===== src/rtl/uart_pkg.sv =====
// Shared constants, FSM encoding and baud-divider rounding for the UART receiver.
package uart_pkg;

  localparam int PAR_NONE = 0;
  localparam int PAR_EVEN = 1;
  localparam int PAR_ODD  = 2;

  typedef enum logic [2:0] {
    ST_IDLE     = 3'd0,
    ST_START    = 3'd1,
    ST_DATA     = 3'd2,
    ST_PARITY   = 3'd3,
    ST_STOP     = 3'd4,
    ST_BRK_WAIT = 3'd5
  } uart_state_e;

  // Nearest-integer clocks per oversample tick.
  function automatic int calc_div(input longint clk_hz, input longint baud, input longint ovs);
    longint den;
    den = baud * ovs;
    return int'((clk_hz + den / 2) / den);
  endfunction

endpackage


===== src/rtl/uart_baud_tick.sv =====
// Oversample tick generator: counts 0..DIV-1 and pulses tick on the last count.
module uart_baud_tick #(
  parameter int DIV = 651
) (
  input  logic clk,
  input  logic rst,
  input  logic clr,
  output logic tick
);

  localparam int CW = (DIV > 1) ? $clog2(DIV) : 1;

  logic [CW-1:0] cnt_q, cnt_d;

  always_comb begin
    tick  = (cnt_q == CW'(DIV - 1));
    cnt_d = cnt_q + 1'b1;
    if (clr || tick) cnt_d = '0;
  end

  always_ff @(posedge clk) begin
    if (!rst) cnt_q <= '0;
    else      cnt_q <= cnt_d;
  end

endmodule


===== src/rtl/uart_rx_cfg.sv =====
// Configurable UART receiver: oversampled 2-of-3 majority bit decisions,
// optional parity, 1-2 stop bits, break wait and a single-word holding register.
module uart_rx_cfg
  import uart_pkg::*;
#(
  parameter int CLK_HZ    = 100_000_000,
  parameter int BAUD      = 9600,
  parameter int OVS       = 16,
  parameter int DATA_BITS = 8,
  parameter int PARITY    = 0,
  parameter int STOP_BITS = 1
) (
  input  logic                 clk,
  input  logic                 rst,
  input  logic                 rx,
  output logic [DATA_BITS-1:0] rx_data,
  output logic                 rx_valid,
  input  logic                 rx_ready,
  output logic                 frame_err,
  output logic                 parity_err,
  output logic                 overrun,
  output logic                 busy
);

  localparam int DIV = calc_div(CLK_HZ, BAUD, OVS);
  localparam int SW  = $clog2(OVS);
  localparam logic [SW-1:0] S_LO  = SW'(OVS / 2 - 1);
  localparam logic [SW-1:0] S_MID = SW'(OVS / 2);
  localparam logic [SW-1:0] S_HI  = SW'(OVS / 2 + 1);

  if (OVS != 8 && OVS != 16) begin : g_bad_ovs
    $error("uart_rx_cfg: OVS must be 8 or 16");
  end
  if (DATA_BITS < 5 || DATA_BITS > 8) begin : g_bad_data
    $error("uart_rx_cfg: DATA_BITS must be 5..8");
  end
  if (PARITY != PAR_NONE && PARITY != PAR_EVEN && PARITY != PAR_ODD) begin : g_bad_par
    $error("uart_rx_cfg: PARITY must be 0, 1 or 2");
  end
  if (STOP_BITS != 1 && STOP_BITS != 2) begin : g_bad_stop
    $error("uart_rx_cfg: STOP_BITS must be 1 or 2");
  end
  if (DIV < 1) begin : g_bad_div
    $error("uart_rx_cfg: CLK_HZ too low for BAUD*OVS");
  end

  uart_state_e          state_q, state_d;
  logic [2:0]           sync_q, sync_d;
  logic [SW-1:0]        samp_q, samp_d;
  logic [1:0]           maj_q, maj_d;
  logic [2:0]           bit_cnt_q, bit_cnt_d;
  logic                 stop_cnt_q, stop_cnt_d;
  logic [DATA_BITS-1:0] shift_q, shift_d;
  logic                 ferr_q, ferr_d;
  logic                 perr_q, perr_d;
  logic [DATA_BITS-1:0] rx_data_q, rx_data_d;
  logic                 valid_q, valid_d;
  logic                 frame_err_q, frame_err_d;
  logic                 parity_err_q, parity_err_d;
  logic                 overrun_q, overrun_d;

  logic tick, tick_clr, decide, bit_val, done, par_exp, rx_s, rx_prev;

  uart_baud_tick #(.DIV(DIV)) u_tick (
    .clk  (clk),
    .rst  (rst),
    .clr  (tick_clr),
    .tick (tick)
  );

  // sync_q[1] is the synchronized line, sync_q[2] its previous value for edge detect.
  assign rx_s    = sync_q[1];
  assign rx_prev = sync_q[2];
  assign bit_val = (maj_q[1] & maj_q[0]) | (maj_q[1] & rx_s) | (maj_q[0] & rx_s);
  assign decide  = tick && (samp_q == S_HI);
  assign par_exp = (PARITY == PAR_ODD) ? ~^shift_q : ^shift_q;

  always_comb begin
    state_d      = state_q;
    sync_d       = {sync_q[1:0], rx};
    samp_d       = samp_q;
    maj_d        = maj_q;
    bit_cnt_d    = bit_cnt_q;
    stop_cnt_d   = stop_cnt_q;
    shift_d      = shift_q;
    ferr_d       = ferr_q;
    perr_d       = perr_q;
    rx_data_d    = rx_data_q;
    valid_d      = valid_q;
    frame_err_d  = frame_err_q;
    parity_err_d = parity_err_q;
    overrun_d    = 1'b0;
    tick_clr     = 1'b0;
    done         = 1'b0;

    if (tick) begin
      samp_d = samp_q + 1'b1;
      if (samp_q == S_LO)  maj_d[1] = rx_s;
      if (samp_q == S_MID) maj_d[0] = rx_s;
    end

    unique case (state_q)
      ST_IDLE: begin
        if (rx_prev && !rx_s) begin
          state_d    = ST_START;
          tick_clr   = 1'b1;
          bit_cnt_d  = '0;
          stop_cnt_d = 1'b0;
          ferr_d     = 1'b0;
          perr_d     = 1'b0;
        end
      end
      ST_START: begin
        if (decide) state_d = bit_val ? ST_IDLE : ST_DATA;
      end
      ST_DATA: begin
        if (decide) begin
          shift_d   = {bit_val, shift_q[DATA_BITS-1:1]};
          bit_cnt_d = bit_cnt_q + 1'b1;
          if (bit_cnt_q == 3'(DATA_BITS - 1))
            state_d = (PARITY != PAR_NONE) ? ST_PARITY : ST_STOP;
        end
      end
      ST_PARITY: begin
        if (decide) begin
          perr_d  = (bit_val != par_exp);
          state_d = ST_STOP;
        end
      end
      ST_STOP: begin
        if (decide) begin
          if (!bit_val) ferr_d = 1'b1;
          if (stop_cnt_q == 1'(STOP_BITS - 1)) begin
            done    = 1'b1;
            state_d = (ferr_q || !bit_val) ? ST_BRK_WAIT : ST_IDLE;
          end else begin
            stop_cnt_d = 1'b1;
          end
        end
      end
      ST_BRK_WAIT: begin
        if (rx_s) state_d = ST_IDLE;
      end
      default: state_d = ST_IDLE;
    endcase

    if (tick_clr) samp_d = '0;

    // Holding register: a completing frame may replace the word only if it is being taken now.
    if (done) begin
      if (!valid_q || rx_ready) begin
        rx_data_d    = shift_q;
        frame_err_d  = ferr_q | ~bit_val;
        parity_err_d = perr_q;
        valid_d      = 1'b1;
      end else begin
        overrun_d = 1'b1;
      end
    end else if (valid_q && rx_ready) begin
      valid_d = 1'b0;
    end
  end

  always_ff @(posedge clk) begin
    if (!rst) begin
      state_q      <= ST_IDLE;
      sync_q       <= 3'b111;
      samp_q       <= '0;
      maj_q        <= 2'b11;
      bit_cnt_q    <= '0;
      stop_cnt_q   <= 1'b0;
      shift_q      <= '0;
      ferr_q       <= 1'b0;
      perr_q       <= 1'b0;
      rx_data_q    <= '0;
      valid_q      <= 1'b0;
      frame_err_q  <= 1'b0;
      parity_err_q <= 1'b0;
      overrun_q    <= 1'b0;
    end else begin
      state_q      <= state_d;
      sync_q       <= sync_d;
      samp_q       <= samp_d;
      maj_q        <= maj_d;
      bit_cnt_q    <= bit_cnt_d;
      stop_cnt_q   <= stop_cnt_d;
      shift_q      <= shift_d;
      ferr_q       <= ferr_d;
      perr_q       <= perr_d;
      rx_data_q    <= rx_data_d;
      valid_q      <= valid_d;
      frame_err_q  <= frame_err_d;
      parity_err_q <= parity_err_d;
      overrun_q    <= overrun_d;
    end
  end

  assign rx_data    = rx_data_q;
  assign rx_valid   = valid_q;
  assign frame_err  = frame_err_q;
  assign parity_err = parity_err_q;
  assign overrun    = overrun_q;
  assign busy       = (state_q != ST_IDLE);

endmodule


===== config.mk =====
export PLATFORM = sky130hd
export DESIGN_NAME = uart_rx_cfg
export DESIGN_NICKNAME = d
export VERILOG_FILES = /design/src/rtl/uart_pkg.sv /design/src/rtl/uart_baud_tick.sv /design/src/rtl/uart_rx_cfg.sv
export SDC_FILE = /design/constraint.sdc
export NUM_CORES = 1
export LEC_CHECK = 0
export ABC_AREA = 1
export ABC_CLOCK_PERIOD_IN_PS = 3400
export CORE_MARGIN = 5
export CORE_UTILIZATION = 35
export CTS_CLUSTER_SIZE = 14
export DETAILED_ROUTE_END_ITERATION = 7
export DONT_BUFFER_PORTS = 1
export GPL_ROUTABILITY_DRIVEN = 0
export PLACE_DENSITY_LB_ADDON = 0.08
export SETUP_SLACK_MARGIN = 0.2
export SLEW_MARGIN = 20
export SYNTH_ARGS = -nofsm -noshare
export SYNTH_HDL_FRONTEND = slang
export SYNTH_HIERARCHICAL = 1
export SYNTH_SLANG_ARGS = --single-unit

===== constraint.sdc =====
create_clock -name clk -period 3.4 [get_ports clk]
set_input_delay 0.68 -clock clk [delete_from_list [all_inputs] [get_ports clk]]
set_output_delay 0.68 -clock clk [all_outputs]
set_load 0.05 [all_outputs]

==> results.ini, run 1 <==
[run_status]
status = finished, final reports clean

[placement]
io_buffers = 0
post-dp-hpwl_mm = 3.13
dpl_cell_area_um2 = 2290

[route]
route.vias.total = 1779
vias_per_cell = 4.69
avgRoutedWirePerCell_um = 11.4
drt.antenna.violating_nets = 0
dr.pass1.iters = 4
wirelength_mm = 4.33
drt_iter0_markers = 72
drcViolationCount = 0

[cells_and_area]
final_nets = 312
drive_gt1_share_pct = 9.93
area_growth_pct = 7.86
diodes = 0
final_cell_area_um2 = 2400

[logic_synthesis]
synth-seq-cells = 47
yosys.area.top_type_share_pct = 42.2
ys_types = 31
syn_area_per_cell_um2 = 7.42
synthTopCellsByArea = dfxtp_1 (42%), nand2_1 (11%), a21oi_1 (6.3%)
syn-instance-count = 300
synth_top_area_cell = dfxtp_1
syn_nets = 311
ys_seq_area_share_pct = 42.2
yosysWarnings = 6
syn_area_um2 = 2230

[pwr]
ir_drop_uv = 186
powerDensity_nw_per_um2 = 534
leakage_nw = 0.970
p_total_w = 0.00128

[grt]
track_usage_pct = 11.0
grt_max_degree = 26
gr-total-overflow = 0
grt_antenna_before_repair = 0
grt_pass1_wl_mm = 7.33
grt_pass1_vias = 1579

[cts]
clock_path_buffers = 2
clock_sinks = 47
root_buffer = clkbuf_8
clkLatencyLatePin_ns = 0.30
cts_tree = yes
cts_resized = 0
cts-hold-fix-buffers = 0
cts_buffers = 5
postCtsSetupBuffers = 0
path_clk_slew_ns = 0.09
htreeDepth = 2

[critical_path]
critPathCaptureType = primary output
crit_type = flop to primary output
critical_path.max_fanout = 4
arrival_ns = 1.31
worstRegToRegCells = 12
cp-start-kind = flop
cp_data_required_time_ns = 2.72

[min_path]
hp-class = flop to flop
min_path_cells = 1

[floorplan]
pin_count = 17
die_h_um = 89.8
num_rows = 29
die_area_um2 = 8060
core-area_um2 = 6280
die_width_um = 89.8
start_util_pct = 35.5

[sta]
rsz0062_at_grt = no
finalMaxSlewViolations = 0
tns_ns = 0
slew_headroom_pct = 64.2
hold_violations = 0
finalCriticalPeriod_ns = 1.99
tightest_slew_ns = 0.536
fin_crit_sh_pct = 58.6
setup_viol = 0
clock_skew_ns = 0.0141
timing.fmax_ghz = 0.502

[run]
maxCapViolations = 0

==> registers in the layout, summed over array words and instances, names as in the netlist <==
name,cells
bit_cnt_q,3
rx_valid,1
parity_err,1
maj_q,2
overrun,1
shift_q,8
rx_data,8
perr_q,1
state_q,3
ferr_q,1
sync_q,3
samp_q,4
u_tick/cnt_q,10
frame_err,1
==> layout by cell type (no fill, tap or decap), types with 2 or more instances in the layout <==
cell type | netlist | layout
nand2_1 | 68 | 68
dfxtp_1 | 47 | 47
inv_1 | 37 | 37
nor2_1 | 30 | 30
a21oi_1 | 28 | 28
o21ai_0 | 26 | 26
nand3_1 | 9 | 9
ha_1 | 7 | 7
clkbuf_8 | 0 | 5
nand4_1 | 4 | 4
nor3_1 | 4 | 4
xor2_1 | 4 | 4
inv_2 | 3 | 3
nand2_2 | 3 | 3
nor2_4 | 3 | 3
nand3_2 | 3 | 3
nand2_4 | 2 | 2
a31oi_1 | 2 | 2
or2_2 | 2 | 2
xnor2_1 | 2 | 2
a21oi_2 | 2 | 2
==> metal layers <==
layer,up-vias,GRT usage [%],part of all wire [%]
met5,-,0,0
met4,0,5.29,1.5
met3,5,2.67,3.4
met2,18,16.6,45
met1,799,14.6,50
li1,957,-,-
==> power breakdown <==
part	switching [W]	internal [W]
Sequential	0.0000231	0.000572
Combinational	0.000190	0.0000727
Clock	0.000202	0.000223
Total	0.000415	0.000868
==> layout make-up <==
cell class	count	area [um^2]
Fill cell	677	3870
Multi-Input combinational cell	206	1090
Sequential cell	47	941
Inverter	41	155
Tap cell	77	96.3
Clock buffer	5	68.8
Clock inverter	3	47.5
==> worst paths after layout <==
| kind | startpoint | to | slack (ns) |
|---|---|---|---|
| min | sync_q[0]$_SDFF_PN1_ | sync_q[1]$_SDFF_PN1_ | 0.42 |
| max | state_q[0]$_SDFFE_PN0P_ | busy | 1.41 |
| max reg2reg | u_tick/cnt_q[0]$_SDFF_PP0_ | frame_err$_SDFFE_PN0P_ | 1.46 |
| min reg2reg | sync_q[0]$_SDFF_PN1_ | sync_q[1]$_SDFF_PN1_ | 0.42 |
==> synthesized netlist by cell type <==
cell,instances
nand2_2,3
buf_4,2
clkinv_2,1
buf_6,1
nand2_4,2
nor3_1,4
o21bai_1,1
ha_1,7
inv_1,37
dfxtp_1,47
or2_2,2
inv_2,3
nor3b_1,1
o21ai_0,26
a21o_1,1
nor2_8,1
xnor2_1,2
nor2_2,1
nand3_1,9
nor2_4,3
nor2_1,30
nand3_2,3
o21a_1,1
a31oi_1,2
nand4_1,4
xor2_1,4
nand2_1,68
clkbuf_1,3
nand4_4,1
a21oi_2,2
a21oi_1,28
==> through the flow <==
stage	cells	setup slack [ns]	utilization [%]	hold slack [ns]
2_1_floorplan	300	1.70	-	0.393
3_3_place_gp	371	1.48	36.4	0.396
3_5_place_dp	371	1.45	36.4	0.400
4_1_cts	379	1.39	38.3	0.423
5_1_grt	379	1.22	38.3	0.439
6_report	379	1.41	38.3	0.421
==> critical path: stages (launching register included) <==
cell and delay [ns]:
dfxtp_1 0.41, inv_2 0.07, nand2_2 0.10, nor2_1 0.07
inv_1 0.36
==> kinds of logic after synthesis <==
group | share of synthesized area (%)
simple gates | 28.3
compound gates | 14.5
buf+inv | 8.65
flops | 42.2
fa+ha+maj | 3.93
xor+xnor | 2.36
Note: power is estimated with default switching activity, not from simulation.
==> inputs of run 2 (changes only) <==
ABC_CLOCK_PERIOD_IN_PS = 1640   (was 3400)
clock period = 1.64 ns   (was 3.4 ns; I/O delays follow)
==> run 2 against run 1 <==
  * Clock power is 80% higher
  * Critical path depth grew 8
  * Routed wire length up 13%
  * Total power up 110%
  * Cell count grew 6.1%
  * Setup slack lost 1.3 ns
  * Worst hold slack got worse by 0.32 ns
  * Via count up 6.5%
  * Non-clock buffer count up 20
  * Sequential cell count stayed put
  * Largest cell class unchanged
==> results.ini, run 2 (same netlist as run 1, synthesis figures left out) <==
[run_status]
status = finished, final reports clean

[sta]
setup_viol = 0
finalCriticalPeriod_ns = 1.56
clock_skew_ns = 0.00610
hold_violations = 0
tightest_slew_ns = 0.535
tns_ns = 0
fin_crit_sh_pct = 95.1
finalMaxSlewViolations = 0
timing.fmax_ghz = 0.641
rsz0062_at_grt = yes
hold_ws_ns = 0.105
slew_headroom_pct = 64.3

[critical_path]
path_buf_inv = 4
critPathCaptureType = flop
critical_path.max_fanout = 4
critPathTopFamily = buffers and inverters
crit_type = flop to flop
cp-start-kind = flop
cpPeakStageDelay_ns = 0.33
cp_data_required_time_ns = 1.81
cp_cell_sequence = inv_2 > ha_4 > nand2_2 > nor2_2 > nand3_2 > inv_2 > nand4_4 > clkinv_4 > nand2_8 > buf_4 > o21ai_1 > a21oi_1
arrival_ns = 1.73
cp_common_cell = inv_2
cpMaxStageDelayCell = dfxtp_2

[min_path]
hp-class = input port to flop

[grt]
grt_antenna_before_repair = 0
grt_max_degree = 26
grt_pass1_wl_mm = 8.51
track_usage_pct = 12.8
gr-total-overflow = 0
grt_pass1_vias = 1777

[route]
drt.antenna.violating_nets = 0
drt_iter0_markers = 72
route.vias.total = 1894
wl_met3_um = 192
dr.pass1.iters = 4
vias_per_cell = 4.71
wl_met1_mm = 2.47
avgRoutedWirePerCell_um = 12.2
route.met2.wl_mm = 2.18
top_layer = met4
drcViolationCount = 0
wirelength_mm = 4.91

[pwr]
powerDensity_nw_per_um2 = 983
leakage_nw = 1.10
ir_drop_uv = 646
p_total_w = 0.00269

[placement]
dpl_cell_area_um2 = 2430
post-dp-hpwl_mm = 3.14
io_buffers = 0

[floorplan]
pin_count = 17
die_width_um = 89.8
start_util_pct = 35.5
num_rows = 29
die_area_um2 = 8060
die_h_um = 89.8
core-area_um2 = 6280

[cts]
clock_path_buffers = 2
path_clk_slew_ns = 0.08
cts-hold-fix-buffers = 0
root_buffer = clkbuf_8
cts_tree = yes
clock_sinks = 47
clkLatencyLatePin_ns = 0.30
htreeDepth = 2
cts_buffers = 5

[cells_and_area]
top_register = u_tick/cnt_q
final_cell_area_um2 = 2740
final_cell_mix = nand2_1 (65), dfxtp_1 (43), inv_1 (33)
area_growth_pct = 23.0
ff_latch_area_um2 = 948
n_fill_cell = 648
final_nets = 335
largest_reg_flops = 10
diodes = 0
multi_input_area_um2 = 1250
drive_gt1_share_pct = 25.2
final_common_cell = nand2_1
utilization_pct = 43.6

[run]
maxCapViolations = 0

run 2: cell types whose count changed in the layout (fill, tap and decap cells not counted), sizes merged:
cell	change
buf	+20
clkbuf	+3
nor2	+2
nand2	+1
bufinv	-1
inv	-2
run 2: final cells by class:
type	count	area share [%]
multi-input cells	209	45.8
flip-flops and latches	47	34.6
inverters	41	6.44
repair buffers	20	5.94
clock buffers	8	3.65
well taps	77	3.52
run 2: metrics by stage:
step	cells	worst slack, ns
3_3_place_gp	386	0.0138
5_1_grt	402	-0.0552
2_1_floorplan	300	-0.0213
4_1_cts	402	0.0444
6_report	402	0.0798
3_5_place_dp	386	-0.0485
run 2: path summary, 6_finish.rpt:
check                                                to  slack (ns)  cells after the start                       start
worst max-delay path            parity_err$_SDFFE_PN0P_        0.08                     12  u_tick/cnt_q[0]$_SDFF_PP0_
worst min-delay path               sync_q[2]$_SDFF_PN1_        0.11                      1                         rst
worst max register to register  parity_err$_SDFFE_PN0P_        0.08                     12  u_tick/cnt_q[0]$_SDFF_PP0_
worst min register to register     sync_q[1]$_SDFF_PN1_        0.42                      1        sync_q[0]$_SDFF_PN1_
run 2: timing repair:
action | CTS | global route
setup endpoints to repair | 36 | 43
pin swaps | 5 | 4
cloned | 3 | 0
resized for setup | 27 | 29
setup buffers | 5 | 0
run 2: per-layer routing:
layer  GRT usage, %  up-vias
met4           3.78        0
met5              0        -
met1           17.5      846
li1               -     1007
met2           19.5       33
met3           3.67        8
run 2: report_power, final:
group          internal, W  switching, W
sequential         0.00119     0.0000631
clock             0.000385      0.000379
combinational     0.000203      0.000466
total              0.00178      0.000908
==> inputs of run 3 (changes only) <==
GPL_TIMING_DRIVEN = 1   (was not set)
==> results of run 3 <==
Final layout, timing and power as in run 2 (identical DEF).
